**src/rtl/cosim_vec_sched_pkg.sv**
```systemverilog
// Shared types and constants for the cosim vector scheduler.
package cosim_vec_sched_pkg;

    localparam int LAT_W = 4;

    typedef enum logic [2:0] {
        IDLE   = 3'd0,
        FETCH  = 3'd1,
        SETTLE = 3'd2,
        CHECK  = 3'd3,
        DONE   = 3'd4
    } state_e;

    // Sliced down to NVEC_W by the users; all-ones marks "no failure seen".
    localparam logic [31:0] NO_FAIL = '1;

endpackage

```
**src/rtl/cosim_vec_cmp.sv**
```systemverilog
// Combinational 4-state masked compare: flags any cared-for bit of act that is
// not case-identical to exp (x/z included).
module cosim_vec_cmp #(
    parameter int WIDTH = 128
) (
    input  logic [WIDTH-1:0] exp,
    input  logic [WIDTH-1:0] care,
    input  logic [WIDTH-1:0] act,
    output logic             mismatch
);

    always_comb begin
        mismatch = 1'b0;
        for (int i = 0; i < WIDTH; i++) begin
            if ((care[i] === 1'b1) && (act[i] !== exp[i])) begin
                mismatch = 1'b1;
            end
        end
    end

endmodule

```
**src/rtl/cosim_vec_sched.sv**
```systemverilog
// Cosim vector scheduler: fetch, drive, settle, masked-compare, count.
// Optional: COSIM_VEC_SCHED_STOP_ON_FAIL_EN ends the run at the first mismatch.
module cosim_vec_sched
    import cosim_vec_sched_pkg::*;
#(
    parameter int WIDTH  = 128,
    parameter int LAT    = 1,
    parameter int NVEC_W = 8
) (
    input  logic              clk,
    input  logic              rst_n,
    input  logic              start,
    input  logic [NVEC_W-1:0] nvec,
    input  logic              vec_valid,
    output logic              vec_ready,
    input  logic [WIDTH-1:0]  vec_in,
    input  logic [WIDTH-1:0]  vec_exp,
    input  logic [WIDTH-1:0]  vec_care,
    output logic [WIDTH-1:0]  dut_in,
    input  logic [WIDTH-1:0]  dut_out,
    output logic              busy,
    output logic              done,
    output logic [NVEC_W-1:0] pass_cnt,
    output logic [NVEC_W-1:0] fail_cnt,
    output logic [NVEC_W-1:0] first_fail
);

    localparam logic [2:0] S_IDLE   = IDLE;
    localparam logic [2:0] S_FETCH  = FETCH;
    localparam logic [2:0] S_SETTLE = SETTLE;
    localparam logic [2:0] S_CHECK  = CHECK;
    localparam logic [2:0] S_DONE   = DONE;

    localparam logic [LAT_W-1:0]  LAT_V   = LAT_W'(LAT);
    localparam logic [NVEC_W-1:0] ONE     = NVEC_W'(1);
    localparam logic [NVEC_W-1:0] NOFAIL  = NO_FAIL[NVEC_W-1:0];

    logic [2:0]        state;
    logic [NVEC_W-1:0] idx;
    logic [NVEC_W-1:0] idx_nx;
    logic [NVEC_W-1:0] nvec_r;
    logic [LAT_W-1:0]  set_cnt;
    logic [WIDTH-1:0]  exp_r;
    logic [WIDTH-1:0]  care_r;
    logic              mismatch;

    function automatic logic [NVEC_W-1:0] sat_inc(input logic [NVEC_W-1:0] v);
        return (v == NOFAIL) ? v : v + ONE;
    endfunction

    cosim_vec_cmp #(.WIDTH(WIDTH)) u_cmp (
        .exp      (exp_r),
        .care     (care_r),
        .act      (dut_out),
        .mismatch (mismatch)
    );

    assign idx_nx    = idx + ONE;
    assign vec_ready = (state == S_FETCH);
    assign busy      = (state == S_FETCH) || (state == S_SETTLE) || (state == S_CHECK);
    assign done      = (state == S_DONE);

    // Expected/care are pure data: captured on accept, never reset.
    always_ff @(posedge clk) begin
        if (state == S_FETCH && vec_valid) begin
            exp_r  <= vec_exp;
            care_r <= vec_care;
        end
    end

    always_ff @(posedge clk) begin
        if (!rst_n) begin
            state      <= S_IDLE;
            dut_in     <= '0;
            idx        <= '0;
            nvec_r     <= '0;
            set_cnt    <= '0;
            pass_cnt   <= '0;
            fail_cnt   <= '0;
            first_fail <= NOFAIL;
        end else begin
            case (state)
                S_IDLE, S_DONE: begin
                    if (start) begin
                        pass_cnt   <= '0;
                        fail_cnt   <= '0;
                        first_fail <= NOFAIL;
                        idx        <= '0;
                        nvec_r     <= nvec;
                        state      <= (nvec == '0) ? S_DONE : S_FETCH;
                    end
                end
                S_FETCH: begin
                    if (vec_valid) begin
                        dut_in  <= vec_in;
                        set_cnt <= LAT_V;
                        state   <= (LAT_V == '0) ? S_CHECK : S_SETTLE;
                    end
                end
                S_SETTLE: begin
                    if (set_cnt <= LAT_W'(1)) begin
                        state <= S_CHECK;
                    end else begin
                        set_cnt <= set_cnt - LAT_W'(1);
                    end
                end
                S_CHECK: begin
                    if (mismatch) begin
                        fail_cnt <= sat_inc(fail_cnt);
                        if (first_fail == NOFAIL) begin
                            first_fail <= idx;
                        end
                    end else begin
                        pass_cnt <= sat_inc(pass_cnt);
                    end
                    idx <= idx_nx;
`ifdef COSIM_VEC_SCHED_STOP_ON_FAIL_EN
                    state <= (idx_nx == nvec_r || mismatch) ? S_DONE : S_FETCH;
`else
                    state <= (idx_nx == nvec_r) ? S_DONE : S_FETCH;
`endif
                end
                default: state <= S_IDLE;
            endcase
        end
    end

endmodule

```
**config.mk**
```make
export PLATFORM = sky130hd
export DESIGN_NAME = cosim_vec_sched
export DESIGN_NICKNAME = d
export VERILOG_FILES = /design/src/rtl/cosim_vec_sched_pkg.sv /design/src/rtl/cosim_vec_cmp.sv /design/src/rtl/cosim_vec_sched.sv
export SDC_FILE = /design/constraint.sdc
export NUM_CORES = 1
export LEC_CHECK = 0
export CELL_PAD_IN_SITES_DETAIL_PLACEMENT = 1
export CELL_PAD_IN_SITES_GLOBAL_PLACEMENT = 2
export CORE_AREA = 2 2 266 268
export DETAILED_ROUTE_END_ITERATION = 16
export DIE_AREA = 0 0 268 270
export PLACE_DENSITY = 0.73
export SLEW_MARGIN = 25
export SYNTH_ARGS = -nofsm -noshare
export SYNTH_HDL_FRONTEND = slang
export SYNTH_HIERARCHICAL = 1
export SYNTH_SLANG_ARGS = --single-unit
```
**constraint.sdc**
```tcl
create_clock -name clk -period 10 [get_ports clk]
set_input_delay 1 -clock clk [delete_from_list [all_inputs] [get_ports clk]]
set_output_delay 1 -clock clk [all_outputs]
set_load 0.03 [all_outputs]
```
* Word level (Yosys, flattened, before mapping)
Cells that the tools add are included.
** Operators by class
- Order comparisons :: 1
- Equality and inequality tests :: 273
- Reduce and logical (&&, ||, !) cells :: 144
- Muxes and demuxes :: 149
- Add/sub/neg operators :: 4
** Operator list (count)
- 1-bit logical AND :: 129
- 1-bit case equality test (second input constant) :: 128
- 1-bit 2-to-1 mux :: 128
- 1-bit !== test :: 128
- 8-bit 2-to-1 mux :: 8
- 8-bit case mux with 2 select lines :: 4
- 8-bit by 1-bit adder with 8-bit output (second input constant) :: 3
- 8-bit equality test (second input constant) :: 3
- 3-bit 2-to-1 mux :: 5
- 2-bit inequality test (second input constant) :: 7
- 3-bit case mux with 4 select lines :: 1
- 4-bit AND reduction :: 3
- 8-bit equality test :: 1
- 8-bit logical NOT :: 1
- 4-bit 2-to-1 mux :: 2
- 4-bit case mux with 2 select lines :: 1
- 3-bit by 2-bit equality test with 1-bit output (second input constant) :: 2
- 2-bit AND reduction :: 3
- 3-bit AND reduction :: 2
- 4-bit by 1-bit <= comparator with 1-bit output (second input constant) :: 1
- 2-bit by 1-bit inequality test with 1-bit output (second input constant) :: 2
- 2-bit nonzero test :: 2
- 4-bit by 1-bit subtractor with 4-bit output (second input constant) :: 1
- 3-bit by 1-bit equality test with 1-bit output (second input constant) :: 1
- 4 further kinds :: 5
** Word-level totals
- Bits of input ports :: 524
- Output and inout port bits :: 155
- Flip-flop bits (word level) :: 431

* Longest topological paths before layout
Gate-level depths: netlist of run 1.
- Word-level depth :: 132
- Mapped depth :: 10

* Modules after synthesis
Netlist of run 1, hierarchy kept.
** Modules (own cells, without submodules)
- cosim_vec_sched :: instances 1, sequential area each 11190.7 um2, cells each 1111, area an instance 14839.2 um2
- cosim_vec_cmp :: instances 1, sequential area each 0.0 um2, cells each 213, area an instance 1732.9 um2

* Worst setup path after synthesis of run 1
Ideal clock, no wire load.
- Kind :: flip-flop to flip-flop
- From :: reg state[0]
- To :: reg care_r[0], enable pin
- Setup time :: 722 ps
- Data arrival time :: 8420 ps
- Data required time :: 9278 ps
- Path buffers :: 2
- Slack :: 858 ps
- Period minus slack after synthesis :: 9142 ps
- Cell stages (with the launch flop) :: 6
- Cell sequence :: dfxtp_1 -> buf_2 -> nor3b_2 -> nand2_1 -> inv_2 -> clkbuf_1
** On the way
- Longest elaborated chain between the ends :: 2
** RTL lines
- start: declaration :: RTL line cosim_vec_sched.sv:38 : logic [2:0] state;
- start signal: assignment :: RTL line cosim_vec_sched.sv:90 : state <= (nvec == '0) ? S_DONE : S_FETCH;
- start signal: assignment :: RTL line cosim_vec_sched.sv:97 : state <= (LAT_V == '0) ? S_CHECK : S_SETTLE;
- start signal: assignment :: RTL line cosim_vec_sched.sv:120 : state <= (idx_nx == nvec_r) ? S_DONE : S_FETCH;
- 3-bit by 1-bit equality test with 1-bit output
- net vec_ready :: RTL line cosim_vec_sched.sv:15 : output logic vec_ready,
- 1-bit logical AND :: RTL line cosim_vec_sched.sv:65 : if (state == S_FETCH && vec_valid) begin
- end signal: assignment :: RTL line cosim_vec_sched.sv:67 : care_r <= vec_care;
- end: declaration :: RTL line cosim_vec_sched.sv:44 : logic [WIDTH-1:0] care_r;
The timed path passes the listed nets, and every way through them passes these cells.
A chain may end at the register's enable or synchronous reset.

* Final worst setup path of run 1
- From :: in dut_out[36]
- To :: reg pass_cnt[7]
** On the way
- Longest elaborated chain between the ends :: 96
** RTL lines
- start: declaration :: RTL line cosim_vec_sched.sv:20 : input logic [WIDTH-1:0] dut_out,
- 1-bit !== test :: RTL line cosim_vec_cmp.sv:15 : if ((care[i] === 1'b1) && (act[i] !== exp[i])) begin
- 1-bit logical AND :: RTL line cosim_vec_cmp.sv:15
- 1-bit 2-to-1 mux (92 in series) :: RTL line cosim_vec_cmp.sv:15
- net mismatch :: RTL line cosim_vec_sched.sv:45 : logic mismatch;
- 2-bit inequality test (no line)
- 4-bit AND reduction (no line)
- end signal: assignment :: RTL line cosim_vec_sched.sv:114 : pass_cnt <= sat_inc(pass_cnt);
- end: declaration :: RTL line cosim_vec_sched.sv:23 : output logic [NVEC_W-1:0] pass_cnt,
The timed path passes the listed nets, and every way through them passes these cells.

==> metrics.txt, run 1 <==
# TYPE chip_impl_metric gauge
chip_impl_metric{name="p_total",unit="uW"} 5228
chip_impl_metric{name="netlist.area_leader.share",unit=""} 0.4639
chip_impl_metric{name="routability_congestion",unit=""} 0.8952
chip_impl_metric{name="clk_path_buf_depth",unit=""} 3
chip_impl_metric{name="fmaxAchievable",unit="GHz"} 0.2730
chip_impl_metric{name="crit_path_max_fanout",unit=""} 9
chip_impl_info{name="regToRegStartpoint",value="state[0]"} 1
chip_impl_info{name="status",value="complete, no violations"} 1
chip_impl_info{name="critical-path-slowest-cell",value="sky130_fd_sc_hd__nor4_2"} 1
chip_impl_metric{name="drive_above_1_share",unit=""} 0.04895
chip_impl_info{name="rsz0062_at_grt",value="false"} 1
chip_impl_metric{name="max-vdd-ir-drop",unit="mV"} 0.1149
chip_impl_metric{name="vias_per_cell",unit=""} 4.321
chip_impl_metric{name="synth-warning-count",unit=""} 6
chip_impl_info{name="crit_path_frequent_cell",value="sky130_fd_sc_hd__nand4_1"} 1
chip_impl_info{name="worstHoldStart",value="dut_in[94]"} 1
chip_impl_info{name="crit_path_cell_trace",value="clkdlybuf4s50_1, xor2_1, a22oi_1, nand4_1, nor4_2, nand4_1, inv_1, o311ai_4, a2111oi_4, xnor2_1, nor2_1"} 1
chip_impl_metric{name="design.portCount",unit=""} 679
chip_impl_metric{name="finalNetCount",unit=""} 2529
chip_impl_info{name="type_of_the_worst_setup_path",value="input port to flop"} 1
chip_impl_info{name="critical-path-top-delay-family",value="simple AND/OR/NAND/NOR gates"} 1
chip_impl_metric{name="mean_instance_size_in_the_synthesized_netlist",unit="um2"} 12.52
chip_impl_info{name="critPathCaptureType",value="flop"} 1
chip_impl_metric{name="worst-slew-pin-transition",unit="ns"} 1.159
chip_impl_metric{name="post-cts-setup-buffers",unit=""} 0
chip_impl_metric{name="finalWorstPathRequiredPeriod",unit="ns"} 3.663
chip_impl_metric{name="synth.cell_area",unit="um2"} 16570
chip_impl_metric{name="timing.reg2reg.worst_path_depth",unit=""} 6
chip_impl_metric{name="area_growth_syn_to_layout",unit="%"} 57.68
chip_impl_metric{name="totalNegativeSetupSlack",unit="ns"} 0
chip_impl_metric{name="cts_buffers",unit=""} 51
chip_impl_metric{name="grt_util_all_layers",unit=""} 0.1688
chip_impl_metric{name="drt_drc_violations_left",unit=""} 0
chip_impl_info{name="tritoncts",value="done"} 1
chip_impl_metric{name="placement_rows",unit=""} 97
chip_impl_info{name="synth.largest_area_cell",value="sky130_fd_sc_hd__edfxtp_1"} 1
chip_impl_metric{name="grt_first_pass_wirelength",unit="um"} 89890
chip_impl_metric{name="detailedRoute.firstPassIterationCount",unit=""} 7
chip_impl_metric{name="critPathArrivalTime",unit="ns"} 4.12
chip_impl_metric{name="reg2reg_setup_slack",unit="ns"} 6.41
chip_impl_metric{name="critPathRequiredTime",unit="ns"} 10.45
chip_impl_metric{name="clkSinkCount",unit=""} 431
chip_impl_metric{name="crit_path_max_incr_delay",unit="ns"} 0.65
chip_impl_metric{name="synthArstFlopShare",unit=""} 0
chip_impl_info{name="critical_path.reg2reg.endpoint",value="dut_in[99]"} 1
chip_impl_metric{name="fp.dieH",unit="um"} 270
chip_impl_metric{name="die_w",unit="um"} 268
chip_impl_metric{name="die-area",unit="um2"} 72360
chip_impl_info{name="synth.top_cells.by_area",value="sky130_fd_sc_hd__edfxtp_1, sky130_fd_sc_hd__dfxtp_1, sky130_fd_sc_hd__xor2_1, sky130_fd_sc_hd__nand2_1, sky130_fd_sc_hd__a21boi_0"} 1
chip_impl_metric{name="ctsHtreeMaxLevel",unit=""} 2
chip_impl_metric{name="grt_start_max_net_pins",unit=""} 176
chip_impl_metric{name="critical_path_cell_count",unit=""} 11
chip_impl_metric{name="yosys.cell_types.count",unit=""} 45
chip_impl_metric{name="period_share",unit=""} 0.3663
chip_impl_metric{name="drv.max_cap_violation_count",unit=""} 0
chip_impl_metric{name="final-setup-viol-count",unit=""} 0
chip_impl_metric{name="wirelength",unit="um"} 63440
chip_impl_metric{name="post_cts_hold_buffer_count",unit=""} 0
chip_impl_metric{name="final_antenna_net_count",unit=""} 0
chip_impl_metric{name="finalHoldViolations",unit=""} 0
chip_impl_metric{name="floorplan.core_area",unit="um2"} 69540
chip_impl_metric{name="start_util",unit=""} 0.2383
chip_impl_metric{name="placement.io_buffers",unit=""} 678
chip_impl_info{name="whs_endpoint",value="dut_in[94]"} 1
chip_impl_metric{name="clk_latency",unit="ns"} 0.59
chip_impl_metric{name="dp_hpwl",unit="um"} 48370
chip_impl_metric{name="synthesis.nets",unit=""} 1853
chip_impl_metric{name="whs_path_depth",unit=""} 2
chip_impl_metric{name="synth-seq-area-share",unit=""} 0.6753
chip_impl_metric{name="ctsResizeCount",unit=""} 0
chip_impl_metric{name="power-per-cell-area",unit="nW/um2"} 200.0
chip_impl_metric{name="synth_edf_count",unit=""} 256
chip_impl_info{name="crit_path_start_kind",value="input port"} 1
chip_impl_metric{name="maxSlewViolCount",unit=""} 0
chip_impl_metric{name="via_count_of_the_first_global_routing_pass",unit=""} 13910
chip_impl_info{name="synth_flop_cell",value="sky130_fd_sc_hd__edfxtp_1"} 1
chip_impl_info{name="clk_root_buffer_cell",value="sky130_fd_sc_hd__clkbuf_16"} 1
chip_impl_metric{name="cellLeakagePower",unit="uW"} 0.008881
chip_impl_metric{name="fin_hold_ws",unit="ns"} 0.4530
chip_impl_metric{name="vias",unit=""} 12960
chip_impl_metric{name="clk_transition_reported_paths",unit="ns"} 0.06
chip_impl_metric{name="grt-ovfl-total",unit=""} 0
chip_impl_info{name="holdCritPathClass",value="flop to flop"} 1
chip_impl_metric{name="final.fill_count",unit=""} 7586
chip_impl_metric{name="skew",unit="ns"} 0.01520
chip_impl_metric{name="cp_num_buf_inv",unit=""} 2
chip_impl_metric{name="yosys_register_bits",unit=""} 431
chip_impl_metric{name="worst_slew_margin_rel",unit=""} 0.2273
chip_impl_metric{name="drt-wirelength-per-cell",unit="um"} 21.15
chip_impl_metric{name="syn_inst",unit=""} 1324
chip_impl_metric{name="antenna_found_initial",unit=""} 36
chip_impl_metric{name="drt_first_iter_violations",unit=""} 630
how the worst max path moves through the flow:
| stage | start | endpoint |
|---|---|---|
| floorplan | state[0] | care_r[0] |
| global placement | dut_out[36] | pass_cnt[7] |
| detailed placement | dut_out[45] | pass_cnt[7] |
| CTS | dut_out[45] | pass_cnt[7] |
| global route | state[0] | dut_in[77] |
| finish | dut_out[36] | pass_cnt[7] |
per-stage QoR:
step,setup slack [ns],instances,util,cell area (um2)
after global routing,5.976,2993,0.3755,26120
after detailed placement,5.480,2887,0.3500,24340
after floorplan,0.8578,1324,-,16570
after CTS,6.120,2983,0.3752,26090
final,6.337,2999,0.3758,26130
after global placement,5.218,2887,0.3500,24340
tightest hold or removal path: stages, from the launching register on:
cell,delay (ns)
sky130_fd_sc_hd__dfxtp_1,0.31
sky130_fd_sc_hd__nand2_1,0.05
sky130_fd_sc_hd__a21boi_1,0.05
power by group:
part	leakage, uW	switching, uW	internal, uW
Sequential	0.00376	111	2160
Combinational	0.00426	565	445
Clock	0.000856	786	1160
Yosys cell counts, types with 2 or more instances:
cell type / count
sky130_fd_sc_hd__dfxtp_1: 175
sky130_fd_sc_hd__a21oi_1: 10
sky130_fd_sc_hd__a21boi_1: 34
sky130_fd_sc_hd__inv_1: 5
sky130_fd_sc_hd__nor3_1: 14
sky130_fd_sc_hd__nor2b_1: 3
sky130_fd_sc_hd__o21a_1: 4
sky130_fd_sc_hd__edfxtp_1: 256
sky130_fd_sc_hd__nor4_1: 6
sky130_fd_sc_hd__and2_1: 5
sky130_fd_sc_hd__xnor2_1: 18
sky130_fd_sc_hd__o21ai_0: 14
sky130_fd_sc_hd__nand4b_1: 2
sky130_fd_sc_hd__o2111ai_1: 2
sky130_fd_sc_hd__ha_1: 5
sky130_fd_sc_hd__nand4_1: 20
sky130_fd_sc_hd__o211a_1: 2
sky130_fd_sc_hd__and3_1: 3
sky130_fd_sc_hd__xor2_1: 135
sky130_fd_sc_hd__buf_2: 25
sky130_fd_sc_hd__nand2_1: 294
sky130_fd_sc_hd__a22oi_1: 65
sky130_fd_sc_hd__nor2_1: 35
sky130_fd_sc_hd__nand3_1: 19
sky130_fd_sc_hd__a31oi_1: 3
sky130_fd_sc_hd__a21boi_0: 110
sky130_fd_sc_hd__and3b_1: 4
sky130_fd_sc_hd__a2111oi_4: 2
sky130_fd_sc_hd__a211oi_1: 4
sky130_fd_sc_hd__or4_1: 2
sky130_fd_sc_hd__clkbuf_1: 34
state kept, by name (all words and copies together), names as in the netlist:
signal and cells:
care_r 128, dut_in 128, exp_r 128, fail_cnt 8
first_fail 8, idx 8, nvec_r 8, pass_cnt 8
set_cnt 4, state 3
logic make-up (layout without fill, tap and decap cells):
family,after synthesis,after routing,synth area share
XOR/XNOR,153,153,0.08086
other,0,16,0
buffers and inverters,66,785,0.01706
multiplexers,1,1,0.0006040
adder cells (fa/ha/maj),5,5,0.003775
AND/OR/NAND/NOR,413,413,0.1055
AO/OA/AOI/OAI,255,255,0.1170
flip-flops,431,431,0.6753
layer usage:
metal | GRT usage | wire, um
met1 | 0.1666 | 21870
met3 | 0.09628 | 8297
met2 | 0.2961 | 31580
met5 | 0.0006757 | 253
met4 | 0.05366 | 1436
area by class of cell:
| type | count | area, um2 | area share |
|---|---|---|---|
| Antenna cell | 16 | 40.04 | 0.001532 |
| Tap cell | 940 | 1176 | 0.04501 |
| Inverter | 6 | 30.03 | 0.001149 |
| Sequential cell | 431 | 11190 | 0.4282 |
| Clock buffer | 63 | 1361 | 0.05209 |
| Timing Repair Buffer | 683 | 6834 | 0.2615 |
| Clock inverter | 33 | 386.6 | 0.01480 |
| Multi-Input combinational cell | 827 | 5112 | 0.1956 |
cell usage in the layout, fill, tap and decap left out, drive strengths merged, types with 5 or more instances in the layout:
| cell type | Yosys | routed |
|---|---|---|
| a22oi | 65 | 65 |
| nand2 | 294 | 294 |
| a21boi | 144 | 144 |
| bufinv | 0 | 7 |
| inv | 6 | 10 |
| dfxtp | 175 | 175 |
| nor3 | 14 | 14 |
| xor2 | 135 | 135 |
| clkdlybuf4s50 | 0 | 677 |
| diode | 0 | 16 |
| nand4 | 20 | 20 |
| nor2 | 35 | 35 |
| nand3 | 19 | 19 |
| a21oi | 10 | 10 |
| buf | 26 | 6 |
| clkinv | 0 | 18 |
| edfxtp | 256 | 256 |
| xnor2 | 18 | 18 |
| and2 | 5 | 5 |
| clkbuf | 34 | 63 |
| nor4 | 6 | 6 |
| o21ai | 14 | 14 |
| ha | 5 | 5 |
Note: power is estimated with default switching activity, not from simulation.
==> run 2: changes to the inputs <==
--- a/config.mk
+++ b/config.mk
@@ -7,10 +7,9 @@
 export LEC_CHECK = 0
 export CELL_PAD_IN_SITES_DETAIL_PLACEMENT = 1
 export CELL_PAD_IN_SITES_GLOBAL_PLACEMENT = 2
-export CORE_AREA = 2 2 266 268
+export CORE_UTILIZATION = 24
 export DETAILED_ROUTE_END_ITERATION = 16
-export DIE_AREA = 0 0 268 270
-export PLACE_DENSITY = 0.73
+export PLACE_DENSITY = 0.76
 export SLEW_MARGIN = 25
 export SYNTH_ARGS = -nofsm -noshare
 export SYNTH_HDL_FRONTEND = slang
==> constraint.sdc (replaced) <==
create_clock -name clk -period 3.2 [get_ports clk]
set_input_delay 0.32 -clock clk [delete_from_list [all_inputs] [get_ports clk]]
set_output_delay 0.32 -clock clk [all_outputs]
set_load 0.03 [all_outputs]
==> metrics.txt, run 2 (synthesized netlist as in run 1, its figures left out) <==
# TYPE chip_impl_metric gauge
chip_impl_metric{name="critical_path_cell_count",unit=""} 12
chip_impl_metric{name="die_w",unit="um"} 264.8
chip_impl_info{name="final_cell_mix",value="sky130_fd_sc_hd__clkdlybuf4s50_1, sky130_fd_sc_hd__nand2_1, sky130_fd_sc_hd__edfxtp_1, sky130_fd_sc_hd__dfxtp_1, sky130_fd_sc_hd__xor2_1"} 1
chip_impl_metric{name="final_antenna_net_count",unit=""} 0
chip_impl_metric{name="grt_use_met3",unit=""} 0.09141
chip_impl_metric{name="totalNegativeSetupSlack",unit="ns"} 0
chip_impl_metric{name="design.portCount",unit=""} 679
chip_impl_metric{name="max-vdd-ir-drop",unit="mV"} 0.4728
chip_impl_info{name="clk_root_buffer_cell",value="sky130_fd_sc_hd__clkbuf_16"} 1
chip_impl_metric{name="clk_transition_reported_paths",unit="ns"} 0.06
chip_impl_info{name="critical-path-slowest-cell",value="sky130_fd_sc_hd__nor4_2"} 1
chip_impl_info{name="busiest_layer",value="met2"} 1
chip_impl_info{name="rsz0062_at_grt",value="false"} 1
chip_impl_metric{name="post-cts-setup-buffers",unit=""} 0
chip_impl_info{name="tritoncts",value="done"} 1
chip_impl_metric{name="cellLeakagePower",unit="uW"} 0.008930
chip_impl_info{name="crit_path_start_kind",value="flop"} 1
chip_impl_metric{name="timing.reg2reg.worst_path_depth",unit=""} 12
chip_impl_metric{name="maxSlewViolCount",unit=""} 0
chip_impl_metric{name="start_util",unit=""} 0.2446
chip_impl_metric{name="dp_hpwl",unit="um"} 48210
chip_impl_metric{name="whs_path_depth",unit=""} 2
chip_impl_metric{name="multi_input_area",unit="um2"} 5112
chip_impl_metric{name="finalHoldViolations",unit=""} 0
chip_impl_metric{name="fp.dieH",unit="um"} 264.8
chip_impl_metric{name="crit_path_max_incr_delay",unit="ns"} 0.46
chip_impl_metric{name="grt_util_all_layers",unit=""} 0.1728
chip_impl_metric{name="routability_congestion",unit=""} 0.8375
chip_impl_metric{name="post_cts_hold_buffer_count",unit=""} 0
chip_impl_metric{name="critPathRequiredTime",unit="ns"} 3.69
chip_impl_metric{name="final-setup-viol-count",unit=""} 0
chip_impl_metric{name="clk_latency",unit="ns"} 0.59
chip_impl_metric{name="drt-wirelength-per-cell",unit="um"} 21.20
chip_impl_info{name="holdCritPathClass",value="input port to flop"} 1
chip_impl_info{name="status",value="complete, no violations"} 1
chip_impl_metric{name="grt-ovfl-total",unit=""} 0
chip_impl_metric{name="cts_buffers",unit=""} 51
chip_impl_metric{name="clkSinkCount",unit=""} 431
chip_impl_metric{name="ctsHtreeMaxLevel",unit=""} 2
chip_impl_metric{name="vias",unit=""} 12930
chip_impl_info{name="crit_path_cell_trace",value="xor2_1, a22oi_1, nand4_1, nor4_2, buf_4, nand4_1, buf_4, buf_4, nand2_1, o31a_1, nor3_1, o21ai_0"} 1
chip_impl_metric{name="placement_rows",unit=""} 95
chip_impl_metric{name="wirelength",unit="um"} 62530
chip_impl_metric{name="final.fill_count",unit=""} 7286
chip_impl_metric{name="post-route-worst-setup-slack",unit="ns"} 0.2886
chip_impl_info{name="crit_path_frequent_cell",value="sky130_fd_sc_hd__buf_4"} 1
chip_impl_metric{name="worst-slew-pin-transition",unit="ns"} 0.7043
chip_impl_metric{name="p_total",unit="uW"} 16010
chip_impl_metric{name="worst_slew_margin_rel",unit=""} 0.5291
chip_impl_metric{name="post-place-ws",unit="ns"} -0.3718
chip_impl_metric{name="grt_start_max_net_pins",unit=""} 131
chip_impl_metric{name="finalNetCount",unit=""} 2547
chip_impl_info{name="commonest_non_fill_non_tap_cell_in_the_layout",value="sky130_fd_sc_hd__clkdlybuf4s50_1"} 1
chip_impl_info{name="critPathCaptureType",value="flop"} 1
chip_impl_metric{name="critPathArrivalTime",unit="ns"} 3.40
chip_impl_metric{name="antenna_found_initial",unit=""} 39
chip_impl_metric{name="cp_num_buf_inv",unit=""} 3
chip_impl_metric{name="finalWorstPathRequiredPeriod",unit="ns"} 2.911
chip_impl_metric{name="area_growth_syn_to_layout",unit="%"} 57.54
chip_impl_metric{name="drt_drc_violations_left",unit=""} 0
chip_impl_metric{name="power-per-cell-area",unit="nW/um2"} 613.3
chip_impl_metric{name="drv.max_cap_violation_count",unit=""} 0
chip_impl_metric{name="detailedRoute.firstPassIterationCount",unit=""} 4
chip_impl_metric{name="drt_first_iter_violations",unit=""} 512
chip_impl_info{name="critical-path-top-delay-family",value="simple AND/OR/NAND/NOR gates"} 1
chip_impl_metric{name="drive_above_1_share",unit=""} 0.05248
chip_impl_metric{name="grtUsageMet2",unit=""} 0.3038
chip_impl_metric{name="vias_per_cell",unit=""} 4.384
chip_impl_metric{name="period_share",unit=""} 0.9098
chip_impl_info{name="layout_top_registers",value="care_r (128), dut_in (128), exp_r (128)"} 1
chip_impl_metric{name="grt_first_pass_wirelength",unit="um"} 89490
chip_impl_metric{name="clk_path_buf_depth",unit=""} 3
chip_impl_metric{name="via_count_of_the_first_global_routing_pass",unit=""} 13830
chip_impl_metric{name="placement.io_buffers",unit=""} 678
chip_impl_metric{name="floorplan.core_area",unit="um2"} 67750
chip_impl_metric{name="core_util_final",unit=""} 0.3853
chip_impl_metric{name="fmaxAchievable",unit="GHz"} 0.3435
chip_impl_metric{name="globalRouteMet1Util",unit=""} 0.1680
chip_impl_metric{name="skew",unit="ns"} 0.02235
chip_impl_info{name="type_of_the_worst_setup_path",value="flop to flop"} 1
chip_impl_metric{name="sequential_cell_area",unit="um2"} 11190
chip_impl_metric{name="die-area",unit="um2"} 70110
chip_impl_metric{name="crit_path_max_fanout",unit=""} 8
## run 2: cell type report
class	count	share of cell area
clock buffers	62	0.05205
repair buffers	701	0.2684
inverters	6	0.001150
well taps	873	0.04184
multi-input cells	827	0.1958
clock inverters	31	0.01030
flip-flops and latches	431	0.4286
diodes	19	0.001821
## run 2: worst paths after layout
check        slack, ns        start             to
max reg2reg       0.29    exp_r[63]  first_fail[3]
min               0.15        rst_n  first_fail[7]
max               0.29    exp_r[63]  first_fail[3]
min reg2reg       0.45  dut_in[111]    dut_in[111]
## run 2: power by group
group,switching [uW],leakage [uW],internal (uW)
combinational,1770,0.00436,1440
sequential,348,0.00376,6750
clock,2370,0.000803,3340
total,4480,0.00893,11500
## run 2: worst reg2reg max path: cells and delay by family (launching register included)
kind	cells	cell delay, ns
buffers and inverters	3	0.52
flip-flops	1	0.39
AND/OR/NAND/NOR	5	0.95
AO/OA/AOI/OAI	3	0.75
XOR/XNOR	1	0.18
## run 2: repair_timing
action | CTS | global route
setup endpoints to repair | 6 | 0
gates resized for setup | 1 | 0
hold endpoints to repair | 0 | 0
## run 2: layer usage
layer  wire, um  part of all wire
met1      21660              0.35
met2      31080              0.50
met3       7391              0.12
met4       2138             0.034
met5        267            0.0043
## run 2: per-stage QoR
stage | cells | area [um2] | hold WS (ns)
after CTS | 2931 | 26060 | 0.1057
after global routing | 2943 | 26090 | 0.1282
after detailed placement | 2838 | 24430 | 0.4490
after global placement | 2838 | 24430 | 0.4402
after floorplan | 1324 | 16580 | 0.4189
final | 2950 | 26110 | 0.1450
==> run 3: changes to the inputs <==
--- a/config.mk
+++ b/config.mk
@@ -10,6 +10,7 @@
 export CORE_UTILIZATION = 24
 export DETAILED_ROUTE_END_ITERATION = 16
 export PLACE_DENSITY = 0.76
+export SETUP_SLACK_MARGIN = 0.3
 export SLEW_MARGIN = 25
 export SYNTH_ARGS = -nofsm -noshare
 export SYNTH_HDL_FRONTEND = slang
==> metrics.txt, run 3 (synthesized netlist as in run 1, its figures left out) <==
# TYPE chip_impl_metric gauge
chip_impl_info{name="critPathCaptureType",value="flop"} 1
chip_impl_metric{name="final.fill_count",unit=""} 7279
chip_impl_info{name="status",value="complete, no violations"} 1
chip_impl_metric{name="final-setup-viol-count",unit=""} 0
chip_impl_info{name="worstHoldStart",value="rst_n"} 1
chip_impl_metric{name="max-vdd-ir-drop",unit="mV"} 0.4731
chip_impl_info{name="whs_endpoint",value="first_fail[7]"} 1
chip_impl_metric{name="skew",unit="ns"} 0.02208
chip_impl_metric{name="drv.max_cap_violation_count",unit=""} 0
chip_impl_metric{name="ctsHtreeMaxLevel",unit=""} 2
chip_impl_metric{name="grt_first_pass_wirelength",unit="um"} 89510
chip_impl_metric{name="p_total",unit="uW"} 16040
chip_impl_metric{name="design.portCount",unit=""} 679
chip_impl_info{name="tritoncts",value="done"} 1
chip_impl_metric{name="sequential_cell_area",unit="um2"} 11190
chip_impl_metric{name="floorplan.core_area",unit="um2"} 67750
chip_impl_metric{name="clkSinkCount",unit=""} 431
chip_impl_metric{name="fmaxAchievable",unit="GHz"} 0.3589
chip_impl_metric{name="worst_slew_margin_rel",unit=""} 0.5249
chip_impl_metric{name="wirelength",unit="um"} 62500
chip_impl_metric{name="via_count_of_the_first_global_routing_pass",unit=""} 13830
chip_impl_metric{name="period_share",unit=""} 0.8707
chip_impl_metric{name="die-area",unit="um2"} 70110
chip_impl_metric{name="final_antenna_net_count",unit=""} 0
chip_impl_metric{name="reg2reg_setup_slack",unit="ns"} 0.41
chip_impl_metric{name="vias",unit=""} 12910
chip_impl_metric{name="timing.reg2reg.worst_path_depth",unit=""} 12
chip_impl_metric{name="critPathArrivalTime",unit="ns"} 3.24
chip_impl_metric{name="critPathRequiredTime",unit="ns"} 3.66
chip_impl_metric{name="dp_hpwl",unit="um"} 48210
chip_impl_metric{name="maxSlewViolCount",unit=""} 0
chip_impl_metric{name="grt-ovfl-total",unit=""} 0
chip_impl_metric{name="finalNetCount",unit=""} 2548
chip_impl_metric{name="multi_input_area",unit="um2"} 5161
chip_impl_metric{name="drt-wirelength-per-cell",unit="um"} 21.18
chip_impl_metric{name="placement_rows",unit=""} 95
chip_impl_metric{name="drt_first_iter_violations",unit=""} 576
chip_impl_metric{name="grt_start_max_net_pins",unit=""} 131
chip_impl_metric{name="detailedRoute.firstPassIterationCount",unit=""} 4
chip_impl_info{name="crit_path_start_kind",value="flop"} 1
chip_impl_metric{name="grt_util_all_layers",unit=""} 0.1728
chip_impl_metric{name="routability_congestion",unit=""} 0.8375
chip_impl_metric{name="core_util_final",unit=""} 0.3862
chip_impl_metric{name="cts_buffers",unit=""} 51
chip_impl_info{name="crit_path_cell_trace",value="xor2_1, a22oi_1, nand4_1, nor4_4, buf_4, nand4_1, buf_4, inv_4, o311ai_4, a2111oi_4, xnor2_1, nor2_1"} 1
chip_impl_metric{name="finalHoldViolations",unit=""} 0
chip_impl_metric{name="drive_above_1_share",unit=""} 0.05731
chip_impl_info{name="rsz0062_at_grt",value="true"} 1
chip_impl_info{name="critical_path.reg2reg.endpoint",value="pass_cnt[7]"} 1
chip_impl_metric{name="clk_latency",unit="ns"} 0.59
chip_impl_info{name="holdCritPathClass",value="input port to flop"} 1
chip_impl_metric{name="cellLeakagePower",unit="uW"} 0.008946
chip_impl_metric{name="fin_hold_ws",unit="ns"} 0.1490
chip_impl_metric{name="whs_path_depth",unit=""} 2
chip_impl_info{name="type_of_the_worst_setup_path",value="flop to flop"} 1
chip_impl_metric{name="crit_path_max_incr_delay",unit="ns"} 0.40
chip_impl_metric{name="fp.dieH",unit="um"} 264.8
chip_impl_info{name="clk_root_buffer_cell",value="sky130_fd_sc_hd__clkbuf_16"} 1
chip_impl_metric{name="power-per-cell-area",unit="nW/um2"} 612.8
chip_impl_metric{name="worst-slew-pin-transition",unit="ns"} 0.7105
chip_impl_metric{name="crit_path_max_fanout",unit=""} 6
chip_impl_metric{name="drt_drc_violations_left",unit=""} 0
chip_impl_metric{name="vias_per_cell",unit=""} 4.374
chip_impl_info{name="final_cell_mix",value="sky130_fd_sc_hd__clkdlybuf4s50_1, sky130_fd_sc_hd__nand2_1, sky130_fd_sc_hd__edfxtp_1, sky130_fd_sc_hd__dfxtp_1, sky130_fd_sc_hd__xor2_1"} 1
chip_impl_info{name="commonest_non_fill_non_tap_cell_in_the_layout",value="sky130_fd_sc_hd__clkdlybuf4s50_1"} 1
chip_impl_metric{name="finalWorstPathRequiredPeriod",unit="ns"} 2.786
chip_impl_metric{name="die_w",unit="um"} 264.8
chip_impl_metric{name="placement.io_buffers",unit=""} 678
chip_impl_metric{name="area_growth_syn_to_layout",unit="%"} 57.89
chip_impl_metric{name="clk_path_buf_depth",unit=""} 3
chip_impl_metric{name="start_util",unit=""} 0.2446
chip_impl_metric{name="antenna_found_initial",unit=""} 39
chip_impl_info{name="layout_top_registers",value="care_r (128), dut_in (128), exp_r (128)"} 1
chip_impl_metric{name="clk_transition_reported_paths",unit="ns"} 0.06
chip_impl_info{name="regToRegStartpoint",value="exp_r[57]"} 1
chip_impl_info{name="critical-path-slowest-cell",value="sky130_fd_sc_hd__a2111oi_4"} 1
-- run 3: power by group --
part / internal (uW) / switching [uW]
combinational: 1450 / 1780
sequential: 6750 / 350
clock: 3340 / 2370
-- run 3: worst max path at each step --
stage                      start          end  slack [ns]  cells past startpoint
floorplan               state[0]    care_r[0]        0.34                      5
global placement     dut_out[57]  pass_cnt[2]       -0.39                     14
detailed placement  dut_out[114]  pass_cnt[6]       -0.37                     13
CTS                   exp_r[127]  pass_cnt[2]        0.30                     13
global route           exp_r[83]  pass_cnt[7]        0.20                     12
finish                 exp_r[57]  pass_cnt[7]        0.41                     12
-- run 3: per-layer routing --
layer | vias to the layer above | GRT usage | routed length, um
met1 | 6134 | 0.1681 | 21660
met2 | 501 | 0.3038 | 31040
met3 | 143 | 0.09141 | 7413
li1 | 6099 | - | -
met5 | - | 0.002772 | 212
met4 | 30 | 0.07280 | 2170
-- run 3: what timing repair did --
action | in CTS | in global routing
buffers inserted | 0 | 1
hold buffers | 0 | 0
endpoints found under the setup margin | 24 | 21
resized for setup | 7 | 11
gates cloned | 0 | 0
pin swaps | 5 | 11
-- run 3: area by class of cell --
class                   count  area share
clock inverters            31     0.01028
multi-input cells         827      0.1972
repair buffers            702      0.2681
well taps                 873     0.04174
clock buffers              62     0.05193
flip-flops and latches    431      0.4277
diodes                     19    0.001817
inverters                   6    0.001243
-- run 3: critical path, delay by kind of cell (launching register included) --
family	cells	cell delay, ns
XOR/XNOR	2	0.32
AND/OR/NAND/NOR	4	0.78
flip-flops	1	0.38
buffers and inverters	3	0.41
AO/OA/AOI/OAI	3	0.76
-- run 3: per-stage QoR --
step / setup slack, ns / std cells / setup TNS [ns] / cell area, um2
after floorplan: 0.3440 / 1324 / 0 / 16580
after global placement: -0.3856 / 2838 / -5.717 / 24430
after detailed placement: -0.3718 / 2838 / -6.091 / 24430
after CTS: 0.3028 / 2931 / 0 / 26080
after global routing: 0.1980 / 2944 / 0 / 26150
final: 0.4136 / 2951 / 0 / 26170
